$ cat src/rtl/mem_port_arb.sv
// mem_port_arb: two-requester (fetch/data) arbiter for one single-port memory, one transaction in flight.
// Optional MEM_ARB_PERF_EN adds 32-bit stall-cycle counters for both requesters.
module mem_port_arb #(
    parameter int ADDR_W       = 32,
    parameter int DATA_W       = 32,
    parameter int STARVE_LIMIT = 4
) (
    input  logic                i_clk,
    input  logic                i_rst,
    input  logic                i_if_req,
    input  logic [ADDR_W-1:0]   i_if_addr,
    input  logic                i_if_flush,
    output logic [DATA_W-1:0]   o_if_rdata,
    output logic                o_if_vld,
    output logic                o_if_hold,
    input  logic                i_d_req,
    input  logic                i_d_wen,
    input  logic [ADDR_W-1:0]   i_d_addr,
    input  logic [DATA_W-1:0]   i_d_wdata,
    input  logic [DATA_W/8-1:0] i_d_mask,
    output logic [DATA_W-1:0]   o_d_rdata,
    output logic                o_d_vld,
    output logic                o_d_busy,
    output logic                o_mem_req,
    output logic                o_mem_wen,
    output logic [ADDR_W-1:0]   o_mem_addr,
    output logic [DATA_W-1:0]   o_mem_wdata,
    output logic [DATA_W/8-1:0] o_mem_mask,
    input  logic                i_mem_ready,
    input  logic                i_mem_rvld,
    input  logic [DATA_W-1:0]   i_mem_rdata
`ifdef MEM_ARB_PERF_EN
    ,
    output logic [31:0]         o_if_stall_cnt,
    output logic [31:0]         o_d_stall_cnt
`endif
);
    typedef enum logic [2:0] {IDLE, REQ_IF, REQ_D, WAIT_IF, WAIT_D} state_t;
    localparam logic [3:0] LIM = 4'(STARVE_LIMIT);
    state_t     state;
    logic [3:0] starve_cnt;
    logic       drop;
    logic       grant_if, grant_d, req_st, wait_st, in_if, done, drop_now;
    assign grant_if  = state == IDLE && i_if_req && (!i_d_req || starve_cnt == LIM);
    assign grant_d   = state == IDLE && i_d_req && !grant_if;
    assign req_st    = state == REQ_IF || state == REQ_D;
    assign wait_st   = state == WAIT_IF || state == WAIT_D;
    assign in_if     = state == REQ_IF || state == WAIT_IF;
    assign done      = i_mem_rvld && (wait_st || (req_st && i_mem_ready));
    // a flush arriving in the same cycle as the response must still drop it
    assign drop_now  = drop || (i_if_flush && in_if);
    assign o_mem_req = req_st;
    assign o_if_hold = i_if_req && !o_if_vld;
    assign o_d_busy  = i_d_req && !o_d_vld;
    always_ff @(posedge i_clk or posedge i_rst) begin
        if (i_rst) begin
            state       <= IDLE;
            starve_cnt  <= '0;
            drop        <= 1'b0;
            o_if_vld    <= 1'b0;
            o_d_vld     <= 1'b0;
            o_if_rdata  <= '0;
            o_d_rdata   <= '0;
            o_mem_wen   <= 1'b0;
            o_mem_addr  <= '0;
            o_mem_wdata <= '0;
            o_mem_mask  <= '0;
        end else begin
            o_if_vld <= 1'b0;
            o_d_vld  <= 1'b0;
            if (!i_if_req || grant_if)
                starve_cnt <= '0;
            else if (grant_d && starve_cnt != LIM)
                starve_cnt <= starve_cnt + 4'd1;
            case (state)
                IDLE: begin
                    if (grant_if) begin
                        state       <= REQ_IF;
                        o_mem_wen   <= 1'b0;
                        o_mem_addr  <= i_if_addr;
                        o_mem_wdata <= '0;
                        o_mem_mask  <= '1;
                    end else if (grant_d) begin
                        state       <= REQ_D;
                        o_mem_wen   <= i_d_wen;
                        o_mem_addr  <= i_d_addr;
                        o_mem_wdata <= i_d_wdata;
                        o_mem_mask  <= i_d_mask;
                    end
                end
                REQ_IF, REQ_D: begin
                    if (i_mem_ready)
                        state <= i_mem_rvld ? IDLE : (in_if ? WAIT_IF : WAIT_D);
                end
                WAIT_IF, WAIT_D: begin
                    if (i_mem_rvld)
                        state <= IDLE;
                end
                default: state <= IDLE;
            endcase
            if (i_if_flush && in_if)
                drop <= 1'b1;
            if (done && in_if) begin
                drop <= 1'b0;
                if (!drop_now) begin
                    o_if_vld   <= 1'b1;
                    o_if_rdata <= i_mem_rdata;
                end
            end else if (done) begin
                o_d_vld   <= 1'b1;
                o_d_rdata <= i_mem_rdata;
            end
        end
    end
`ifdef MEM_ARB_PERF_EN
    always_ff @(posedge i_clk or posedge i_rst) begin
        if (i_rst) begin
            o_if_stall_cnt <= '0;
            o_d_stall_cnt  <= '0;
        end else begin
            o_if_stall_cnt <= o_if_stall_cnt + 32'(o_if_hold);
            o_d_stall_cnt  <= o_d_stall_cnt + 32'(o_d_busy);
        end
    end
`endif
endmodule

$ cat config.mk
export PLATFORM = sky130hd
export DESIGN_NAME = mem_port_arb
export DESIGN_NICKNAME = d
export VERILOG_FILES = /design/src/rtl/mem_port_arb.sv
export SDC_FILE = /design/constraint.sdc
export NUM_CORES = 1
export LEC_CHECK = 0
export ABC_AREA = 1
export CAP_MARGIN = 20
export CORE_UTILIZATION = 45
export DETAILED_ROUTE_END_ITERATION = 8
export PLACE_DENSITY = 0.93
export SYNTH_ARGS = -nofsm -noshare
export SYNTH_HDL_FRONTEND = slang
export SYNTH_SLANG_ARGS = --single-unit
$ cat constraint.sdc
create_clock -name i_clk -period 9 [get_ports i_clk]
set_input_delay 2.25 -clock i_clk [delete_from_list [all_inputs] [get_ports i_clk]]
set_output_delay 2.25 -clock i_clk [all_outputs]
set_load 0.03 [all_outputs]
==> flow_summary_export.csv <==
group,metric,value,unit
outcome,status,"complete, no violations",
routing,drtIter0Drc,391,
critical_path,r2r_start,"starve_cnt[0]$_DFFE_PP0P_",
routing,route.vias.total,5664,
critical_path,reg2reg_to,"o_mem_wdata[21]$_DFFE_PP0P_",
floorplanning,rows,41,
power,seqPwrFrac,0.305,
layout,design_area,9390,um^2
floorplanning,dieWidth,117,um
cts,post_cts_buffers,0,
yosys,ys_seq_elements,143,
critical_path,arrival,3.86,ns
placement,numPlacedInstances,1102,
cts,cts_max_path_buffers,2,
critical_path,crit_chain,"clkdlybuf4s50_1 -> inv_1 -> nor2_1 -> clkdlybuf4s50_1",
routing,ant_nets,0,
power,switching_share,0.424,
min_path,min_path_type,"flop to flop",
critical_path,rrSetupSlack,6.03,ns
layout,synthToLayoutAreaGrowth,58.1,%
yosys,synthCells,682,
yosys,synth_edf_count,0,
power,p_leak,4.46,nW
layout,antenna_cells,0,
critical_path,path_buf_inv,3,
cts,clk_latency,0.42,ns
critical_path,worstSetupPathType,"input pin to output pin",
grt,overflow,0,
floorplanning,pin_count,278,
cts,ctsHoldBuffers,0,
cts,cts_resized,0,
layout,layoutNonFillerInstCount,1134,
yosys,synth_area_leaders,"dfrtp_1 (60%), nand2_1 (22%), o21ai_0 (4.1%), a21oi_1 (2.8%), o21ai_1 (1.6%)",
critical_path,crit_slowest_cell,"clkdlybuf4s50_1",
min_path,min_to,"o_if_rdata[19]$_DFFE_PP0P_",
cts,clk_pin_slew,0.06,ns
yosys,syn_area,5940,um^2
timing,hold_violations,0,
grt,grt_util_all_layers,0.266,
timing,setup_viol,0,
critical_path,critPathLaunchType,"input pin",
cts,cts-root-buf,"clkbuf_16",
layout,num-nets-final,1091,
yosys,synth.top_cell.area_share,0.602,
layout,finish.utilization,0.738,
power,combPwrFrac,0.497,
timing,fin_setup_tns,0,ns
critical_path,crit_cells,4,
grt,grt_pass1_vias,5684,
routing,wl,18100,um
timing,worstMarginPinSlew,1.11,ns
grt,antenna_found_initial,0,
timing,fin_crit,6.11,ns
power,p_int,2.07,mW
floorplanning,die_h,117,um
critical_path,crit_family,"buffers and inverters",
min_path,holdPathStages,2,
timing,fin_crit_sh,0.679,
yosys,yosysWarnings,0,
timing,final.setup_skew,0.00574,ns
grt,grt_pass1_wl,27500,um
routing,drc,0,
timing,rsz0062_at_grt,"false",
floorplanning,dieArea,13700,um^2
power,peakVddDrop,0.000232,V
timing,maxSlewHeadroom,0.259,
floorplanning,core_area,12700,um^2
placement,hpwl,12100,um
floorplanning,start_util,0.467,
yosys,synth_area_per_cell,8.71,um^2
grt,grt_start_max_net_pins,78,
critical_path,crit_path_max_fanout,7,
cts,clock_sinks,143,
yosys,yosysTopAreaCell,"dfrtp_1",
min_path,holdCritStartpoint,"o_if_rdata[19]$_DFFE_PP0P_",
power,clkPwrFrac,0.199,
layout,nFillCells,887,
power,p_sw,1.52,mW
critical_path,critPathCaptureType,"output pin",
cts,cts_buffers,17,
placement,globalplace.congestion,0.820,
cts,ctsHtreeMaxLevel,4,
critical_path,crit_top_cell,"clkdlybuf4s50_1",
routing,dr.pass1.iters,4,
routing,vias_per_cell,4.99,
timing,slew_violations,0,
layout,drive_gt1_frac,0.0572,
run,cap_viol_max_count,0,
critical_path,r2r_cells,10,
critical_path,cp.required,6.75,ns
yosys,synth_ff_type,"dfrtp_1",
yosys,synth-async-reset-ratio,1.00,
timing,clock.fmax,164,MHz
yosys,seq_area_frac_synth,0.602,
cts,cts_tree,"yes",
yosys,synth.lib_cells_used.distinct,29,
yosys,synth_nets,824,
power,power_density,382,nW/um^2
critical_path,crit_path_max_incr_delay,0.70,ns
placement,placedInstanceArea,8780,um^2
routing,wire_per_inst,16.0,um
placement,io_buffer_count,277,
-- cells in the mapped netlist, types with 3 or more instances --
master	instances
a21oi_1	33
a2bb2oi_1	4
buf_2	13
buf_4	10
clkbuf_1	9
dfrtp_1	143
inv_1	18
inv_2	5
nand2_1	345
nand2_2	3
nand3_1	6
nor2_1	5
o21ai_0	49
o21ai_1	19
-- cell families (layout without fill, tap and decap cells) --
family | count (synthesis) | count (layout) | share of synthesized area
xor+xnor | 1 | 1 | 0.00147
buf+inv | 58 | 338 | 0.0487
compound gates | 110 | 110 | 0.0986
simple gates | 368 | 368 | 0.245
flops | 143 | 143 | 0.602
fa+ha+maj | 2 | 2 | 0.00421
-- per-stage QoR --
| step | hold slack (ns) | total power, mW | setup WS (ns) |
|---|---|---|---|
| floorplan | 0.513 | 2.12 | 2.91 |
| global placement | 0.452 | 2.82 | 2.95 |
| detailed placement | 0.457 | 2.87 | 2.92 |
| CTS | 0.472 | 3.60 | 2.91 |
| global route | 0.490 | 3.78 | 2.88 |
| finish | 0.464 | 3.59 | 2.89 |
-- flip-flops by register name (all words and copies together) (netlist names) --
register	flops
drop	1
o_d_rdata	32
o_d_vld	1
o_if_rdata	32
o_if_vld	1
o_mem_addr	32
o_mem_mask	4
o_mem_wdata	32
o_mem_wen	1
starve_cnt	4
state	3
-- worst max path at each step --
stage	start	endpoint	slack, ns
3_3_place_gp	i_if_req	o_if_hold	2.95
3_5_place_dp	i_if_req	o_if_hold	2.92
5_1_grt	i_if_req	o_if_hold	2.88
6_report	i_if_req	o_if_hold	2.89
2_1_floorplan	i_rst	drop$_DFFE_PP0P_	2.91
4_1_cts	i_if_req	o_if_hold	2.91
-- per-layer routing --
layer	GRT usage	vias up	share of wire
met5	0	-	0
met4	0.149	0	0.039
met3	0.104	55	0.097
met2	0.444	237	0.49
met1	0.292	2685	0.37
li1	-	2687	-
-- cell type report --
| type | count | area (um^2) | area share |
|---|---|---|---|
| Sequential cell | 143 | 3580 | 0.381 |
| Timing Repair Buffer | 282 | 2810 | 0.299 |
| Multi-Input combinational cell | 481 | 2080 | 0.221 |
| Clock buffer | 23 | 508 | 0.0541 |
| Tap cell | 172 | 215 | 0.0229 |
| Clock inverter | 9 | 105 | 0.0112 |
| Inverter | 24 | 97.6 | 0.0104 |
-- power by group through the flow --
stage / Sequential (mW) / Clock (mW) / Combinational (mW)
floorplan: 1.62 / 0 / 0.504
global placement: 1.08 / 0 / 1.74
detailed placement: 1.09 / 0 / 1.78
CTS: 1.09 / 0.720 / 1.79
global route: 1.12 / 0.751 / 1.91
finish: 1.09 / 0.713 / 1.78
-- cell usage in the layout, fill, tap and decap left out, types with 2 or more instances in the layout --
master,count
clkinv_2,3
ha_1,2
nand2_2,3
clkbuf_16,17
nand4_1,2
a2bb2oi_1,4
clkinvlp_4,4
nand3_1,6
o21ai_1,19
a21oi_1,33
dfrtp_1,143
o21ai_0,49
o22ai_1,2
inv_1,17
inv_2,5
nor2_1,4
bufinv_16,2
buf_4,5
nand2_1,345
nor2_2,3
clkdlybuf4s50_1,277
clkbuf_8,6
-- worst register-to-register path: stages (launching register included) --
cell	delay, ns
dfrtp_1	0.36
inv_1	0.08
ha_1	0.19
nand3_1	0.08
nand2_1	0.05
buf_4	0.25
nand2_1	0.86
inv_1	0.28
nor2_8	0.48
nand2_1	0.17
nand2_1	0.11
(Power assumes the default switching activity.)
